`src/rtl/nd_frame_collector.sv`:
```
// -----------------------------------------------------------------------------
// nd_frame_collector
//
// Receive-side partner of the nd-strobed address generator. Each nd=1 cycle
// stores one word in an internal RAM at the supplied address while the
// address sequence 0,1,..,MaxAddress is checked. Once the last address is
// written the frame is held (READY) and played back in address order under
// i_rd_en (DRAIN), after which the block returns to COLLECT for the next frame.
//
// Ports
//   i_clock        rising-edge clock
//   i_reset        asynchronous, active-high; clears all state
//   i_nd           new-data strobe; i_address / i_data_in valid when 1
//   i_address      write address for this word
//   i_data_in      word to store
//   i_rd_en        readout request; honoured only while a frame is held
//   o_data_out     readout word (holds its last value between reads)
//   o_data_valid   1-cycle strobe qualifying o_data_out
//   o_frame_ready  complete frame held, readout not yet finished
//   o_seq_error    sticky: out-of-order or out-of-range address seen
//   o_overrun      sticky: nd=1 received while a frame was being held
// -----------------------------------------------------------------------------
module nd_frame_collector #(
    parameter int MaxAddress = 20,
    parameter int bitwidth   = 5,
    parameter int DataWidth  = 8
) (
    input  logic                 i_clock,
    input  logic                 i_reset,
    input  logic                 i_nd,
    input  logic [bitwidth-1:0]  i_address,
    input  logic [DataWidth-1:0] i_data_in,
    input  logic                 i_rd_en,
    output logic [DataWidth-1:0] o_data_out,
    output logic                 o_data_valid,
    output logic                 o_frame_ready,
    output logic                 o_seq_error,
    output logic                 o_overrun
);

    localparam logic [bitwidth-1:0] LastAddr = bitwidth'(MaxAddress);
    localparam logic [bitwidth-1:0] AddrOne  = bitwidth'(1);

    typedef enum logic [1:0] {
        COLLECT = 2'd0,
        READY   = 2'd1,
        DRAIN   = 2'd2
    } state_t;

    state_t                r_state;
    state_t                w_nextState;
    logic [bitwidth-1:0]   r_expected;
    logic [bitwidth-1:0]   r_rdPtr;
    logic [DataWidth-1:0]  r_mem [0:MaxAddress];
    logic [DataWidth-1:0]  r_dataOut;
    logic                  r_dataValid;
    logic                  r_seqError;
    logic                  r_overrun;

    logic                  w_addrInRange;
    logic                  w_write;
    logic                  w_readFire;

    assign w_addrInRange = (i_address <= LastAddr);

    // State register
    always_ff @(posedge i_clock or posedge i_reset) begin
        if (i_reset) begin
            r_state <= COLLECT;
        end else begin
            r_state <= w_nextState;
        end
    end

    // READY always has r_rdPtr==0, so READY and DRAIN share one read path:
    // the first read of a frame is simply the read at pointer 0.
    always_comb begin
        w_nextState = r_state;
        w_write     = 1'b0;
        w_readFire  = 1'b0;
        case (r_state)
            COLLECT: begin
                if (i_nd && w_addrInRange) begin
                    w_write = 1'b1;
                    if (i_address == LastAddr) begin
                        w_nextState = READY;
                    end
                end
            end
            READY, DRAIN: begin
                if (i_rd_en) begin
                    w_readFire = 1'b1;
                    if (r_rdPtr == LastAddr) begin
                        w_nextState = COLLECT;
                    end else begin
                        w_nextState = DRAIN;
                    end
                end
            end
            default: begin
                w_nextState = COLLECT;
            end
        endcase
    end

    // Frame storage; contents are never read before being written, so no reset
    always_ff @(posedge i_clock) begin
        if (w_write) begin
            r_mem[i_address] <= i_data_in;
        end
    end

    // The expected address resynchronises to whatever in-range address arrived,
    // so a single glitch in the sequence is flagged once rather than forever.
    always_ff @(posedge i_clock or posedge i_reset) begin
        if (i_reset) begin
            r_expected <= '0;
            r_seqError <= 1'b0;
            r_overrun  <= 1'b0;
        end else begin
            if (w_write) begin
                r_expected <= (i_address == LastAddr) ? '0 : (i_address + AddrOne);
            end
            if ((r_state == COLLECT) && i_nd &&
                (!w_addrInRange || (i_address != r_expected))) begin
                r_seqError <= 1'b1;
            end
            if ((r_state != COLLECT) && i_nd) begin
                r_overrun <= 1'b1;
            end
        end
    end

    // Readout pointer and registered read port
    always_ff @(posedge i_clock or posedge i_reset) begin
        if (i_reset) begin
            r_rdPtr     <= '0;
            r_dataOut   <= '0;
            r_dataValid <= 1'b0;
        end else begin
            r_dataValid <= w_readFire;
            if (w_readFire) begin
                r_dataOut <= r_mem[r_rdPtr];
                r_rdPtr   <= (r_rdPtr == LastAddr) ? '0 : (r_rdPtr + AddrOne);
            end
        end
    end

    assign o_data_out    = r_dataOut;
    assign o_data_valid  = r_dataValid;
    assign o_frame_ready = (r_state != COLLECT);
    assign o_seq_error   = r_seqError;
    assign o_overrun     = r_overrun;

endmodule

```
`config.mk`:
```
export PLATFORM = sky130hd
export DESIGN_NAME = nd_frame_collector
export DESIGN_NICKNAME = d
export VERILOG_FILES = /design/src/rtl/nd_frame_collector.sv
export SDC_FILE = /design/constraint.sdc
export NUM_CORES = 1
export LEC_CHECK = 0
export ABC_AREA = 1
export ABC_CLOCK_PERIOD_IN_PS = 4250
export BUFFER_PORTS_ARGS = -buffer_cell sky130_fd_sc_hd__buf_2
export CAP_MARGIN = 20
export CORE_ASPECT_RATIO = 2
export CORE_MARGIN = 2
export CORE_UTILIZATION = 55
export CTS_BUF_LIST = sky130_fd_sc_hd__clkbuf_8
export CTS_CLUSTER_DIAMETER = 200
export CTS_CLUSTER_SIZE = 25
export DETAILED_ROUTE_END_ITERATION = 8
export PLACE_DENSITY = 0.72
export SYNTH_ARGS = -nofsm -noshare
export SYNTH_HDL_FRONTEND = slang
export SYNTH_SLANG_ARGS = --single-unit
```
`constraint.sdc`:
```
create_clock -name i_clock -period 4.25 [get_ports i_clock]
set_input_delay 0.2125 -clock i_clock [delete_from_list [all_inputs] [get_ports i_clock]]
set_output_delay 0.2125 -clock i_clock [all_outputs]
set_load 0.05 [all_outputs]
```
==> metrics <==
Worst Path Max Fanout=15; asr flop ratio synth=0.120; Layout fillers=1257; CTS root buf=clkbuf_8; ys flop type=edfxtp_1; kind of critical path=flip-flop to flip-flop; largest net degree at the start of global routing=83; number of port buffers=28; Worst Max-Slew Pin Slew=0.886 ns; Pleak=3.92 nW; global-route total usage across every layer=0.245; Seq/Total Area, Yosys=0.665; syn nets=871; startpoint types=flip-flop; FF+latch area=5620 sq um; Hold Crit Class=input port to flip-flop; yosys synthesis warning count=0; PwrDens=587 nW/um^2; Max Clk Rate=0.408 GHz; Layout area overhead=8.01%; syn_area_per_cell=9.99 sq um; Post-CTS Repair Setup Buffers=0; Final Hold Viols=0; DP Wirelength=11900 microns; CTS Hold Bufs=2; post-placement cell count=1038; worst-skew pair later-pin latency=0.47 ns; CP required=4.35 ns; final setup vio count=0; Post-Syn Instances=846; final clock period utilization by the worst path=0.576; worst vdd ir=0.000351 V; Antenna Nets Post-Route=0; largest cells by area after synthesis=edfxtp_1 (60%), nand2_1 (12%), dfrtp_1 (6.8%), nand3_1 (6.5%), inv_1 (6.0%); antenna cells=0; routed wire length=18900 microns; layout cells sized above 1=0.0869; setup TNS=0 ns; Die ar.=16400 sq um; Multi-input gate area=2100 sq um; Vias/cell=5.38; Synth top area share=0.597; Synth area leader=edfxtp_1; # H-tree levels=4; final instance area=9130 sq um; CTS buffer count=17; crit path capture type=flip-flop; std cell rows=64; Seq cells post-synth=191; RSZ-0062 raised after global routing=false; Cell Area, Synth=8450 sq um; crit path DAT=2.55 ns; CTS clock-pin slew for the worst setup and hold paths=0.11 ns; Vert. Die Dim=179 microns; CTS resizes=0; Placement Cell Area=8670 sq um; Routability Congestion=0.896; fin. max-slew vios=0; Clock Path Buffers=2; run status=completed; Util after Layout=0.603; # nets final=887; # IOs=29; MaxCap Viol Count=0; max_slew headroom=0.408; drt first pass iters=6; vias in the first global route=5637; number of synthesized flops with an enable pin=168; Die X=91.7 microns; DR WL/cell=17.6 microns; Worst Setup Slack, final=1.80 ns; Worst Skew=0.0192 ns; Core Box Area=15100 sq um; Non-Filler Instances=1073; Vias=5774; effective utilization at floorplan=0.558; DRC violations left=0; pre-CTS WS=1.62 ns; CTS sink cnt=191; Min Clock Period, post-route=2.45 ns; GRT overflow=0; Unique masters post-synth=29; initial antenna violation count=0; first-pass GRT wire length=29900 microns; CTS tree=yes; drt first-iter violations=546
-- Yosys cell counts, drive strengths merged, types with 5 or more instances --
cell,number
a21oi,18
buf,22
clkbuf,15
dfrtp,23
edfxtp,168
ha,8
inv,143
nand2,259
nand3,109
nand4,5
nor2,42
nor3,6
o21ai,16
o22ai,5
-- cells by family (layout without fill, tap and decap cells) --
kind of cell             after synthesis  after routing  synth area share
AO/OA/AOI/OAI                         43             43            0.0272
adder cells (fa/ha/maj)                8              8            0.0118
buffers and inverters                181            210            0.0869
flip-flops                           191            191             0.665
AND/OR/NAND/NOR                      423            423             0.209
-- cell type report --
type                       instances  area share
clock inverter                    14      0.0188
tap                              198      0.0271
inverter                         144      0.0592
timing repair buffer              34      0.0222
multi-input combinational        474       0.230
sequential                       191       0.616
clock buffer                      18      0.0271
-- cell usage in the layout, fill, tap and decap left out, drive strengths merged, types with 2 or more instances in the layout --
master       synthesis  layout
dlygate4sd3          0       2
nand4                5       5
o22ai                5       5
nand3              109     109
o21ai               16      16
nor2                42      42
buf                 22      32
nand2              259     259
bufinv               0       2
ha                   8       8
edfxtp             168     168
inv                143     150
clkinv               1       5
a21oi               18      18
clkbuf              15      18
nor3                 6       6
dfrtp               23      23
-- sequential cells by signal, indices dropped and copies added (netlist names) --
| signal | count |
|---|---|
| r_mem | 168 |
| o_overrun | 1 |
| o_seq_error | 1 |
| r_expected | 5 |
| r_state | 2 |
| r_rdPtr | 5 |
| o_data_valid | 1 |
| o_data_out | 8 |
-- power by group --
group | internal, mW | switching [mW] | total, mW | leakage [nW]
clock | 0.560 | 0.666 | 1.23 | 0.209
combinational | 0.516 | 1.39 | 1.90 | 1.93
sequential | 2.15 | 0.0812 | 2.23 | 1.78
-- path summary, 6_finish.rpt --
check | cells past startpoint | slack [ns] | from | endpoint
max | 6 | 1.80 | r_state[1] | r_mem[2][3]
min | 4 | 0.16 | i_address[0] | r_expected[0]
min in group asynchronous | 3 | 0.45 | i_reset | r_state[1]
max reg2reg | 6 | 1.80 | r_state[1] | r_mem[2][3]
max in group asynchronous | 3 | 3.20 | i_reset | r_rdPtr[0]
min reg2reg | 1 | 0.48 | o_seq_error | o_seq_error
-- worst max-delay path: stages (launching register included) --
cell	delay (ns)
dfrtp_1	0.40
inv_1	0.08
ha_1	0.21
nand2_1	0.12
nor2_4	0.32
nand2_1	0.34
nor2_1	0.60
-- routing by layer --
layer  wire [microns]  share of wire  vias up  GRT usage
met5                0              0        -          0
met3             1200          0.063       36     0.0433
met1             7570           0.40     2744      0.322
met4              451          0.024        0     0.0852
li1                 -              -     2761          -
met2             9690           0.51      233      0.412
-- per-stage QoR --
step / power (mW) / hold WS (ns)
after CTS: 5.35 / 0.139
after detailed placement: 4.13 / 0.455
after global routing: 5.66 / 0.169
after floorplan: 3.67 / 0.214
final: 5.36 / 0.159
after global placement: 4.09 / 0.435
Note: power is estimated with default switching activity, not from simulation.
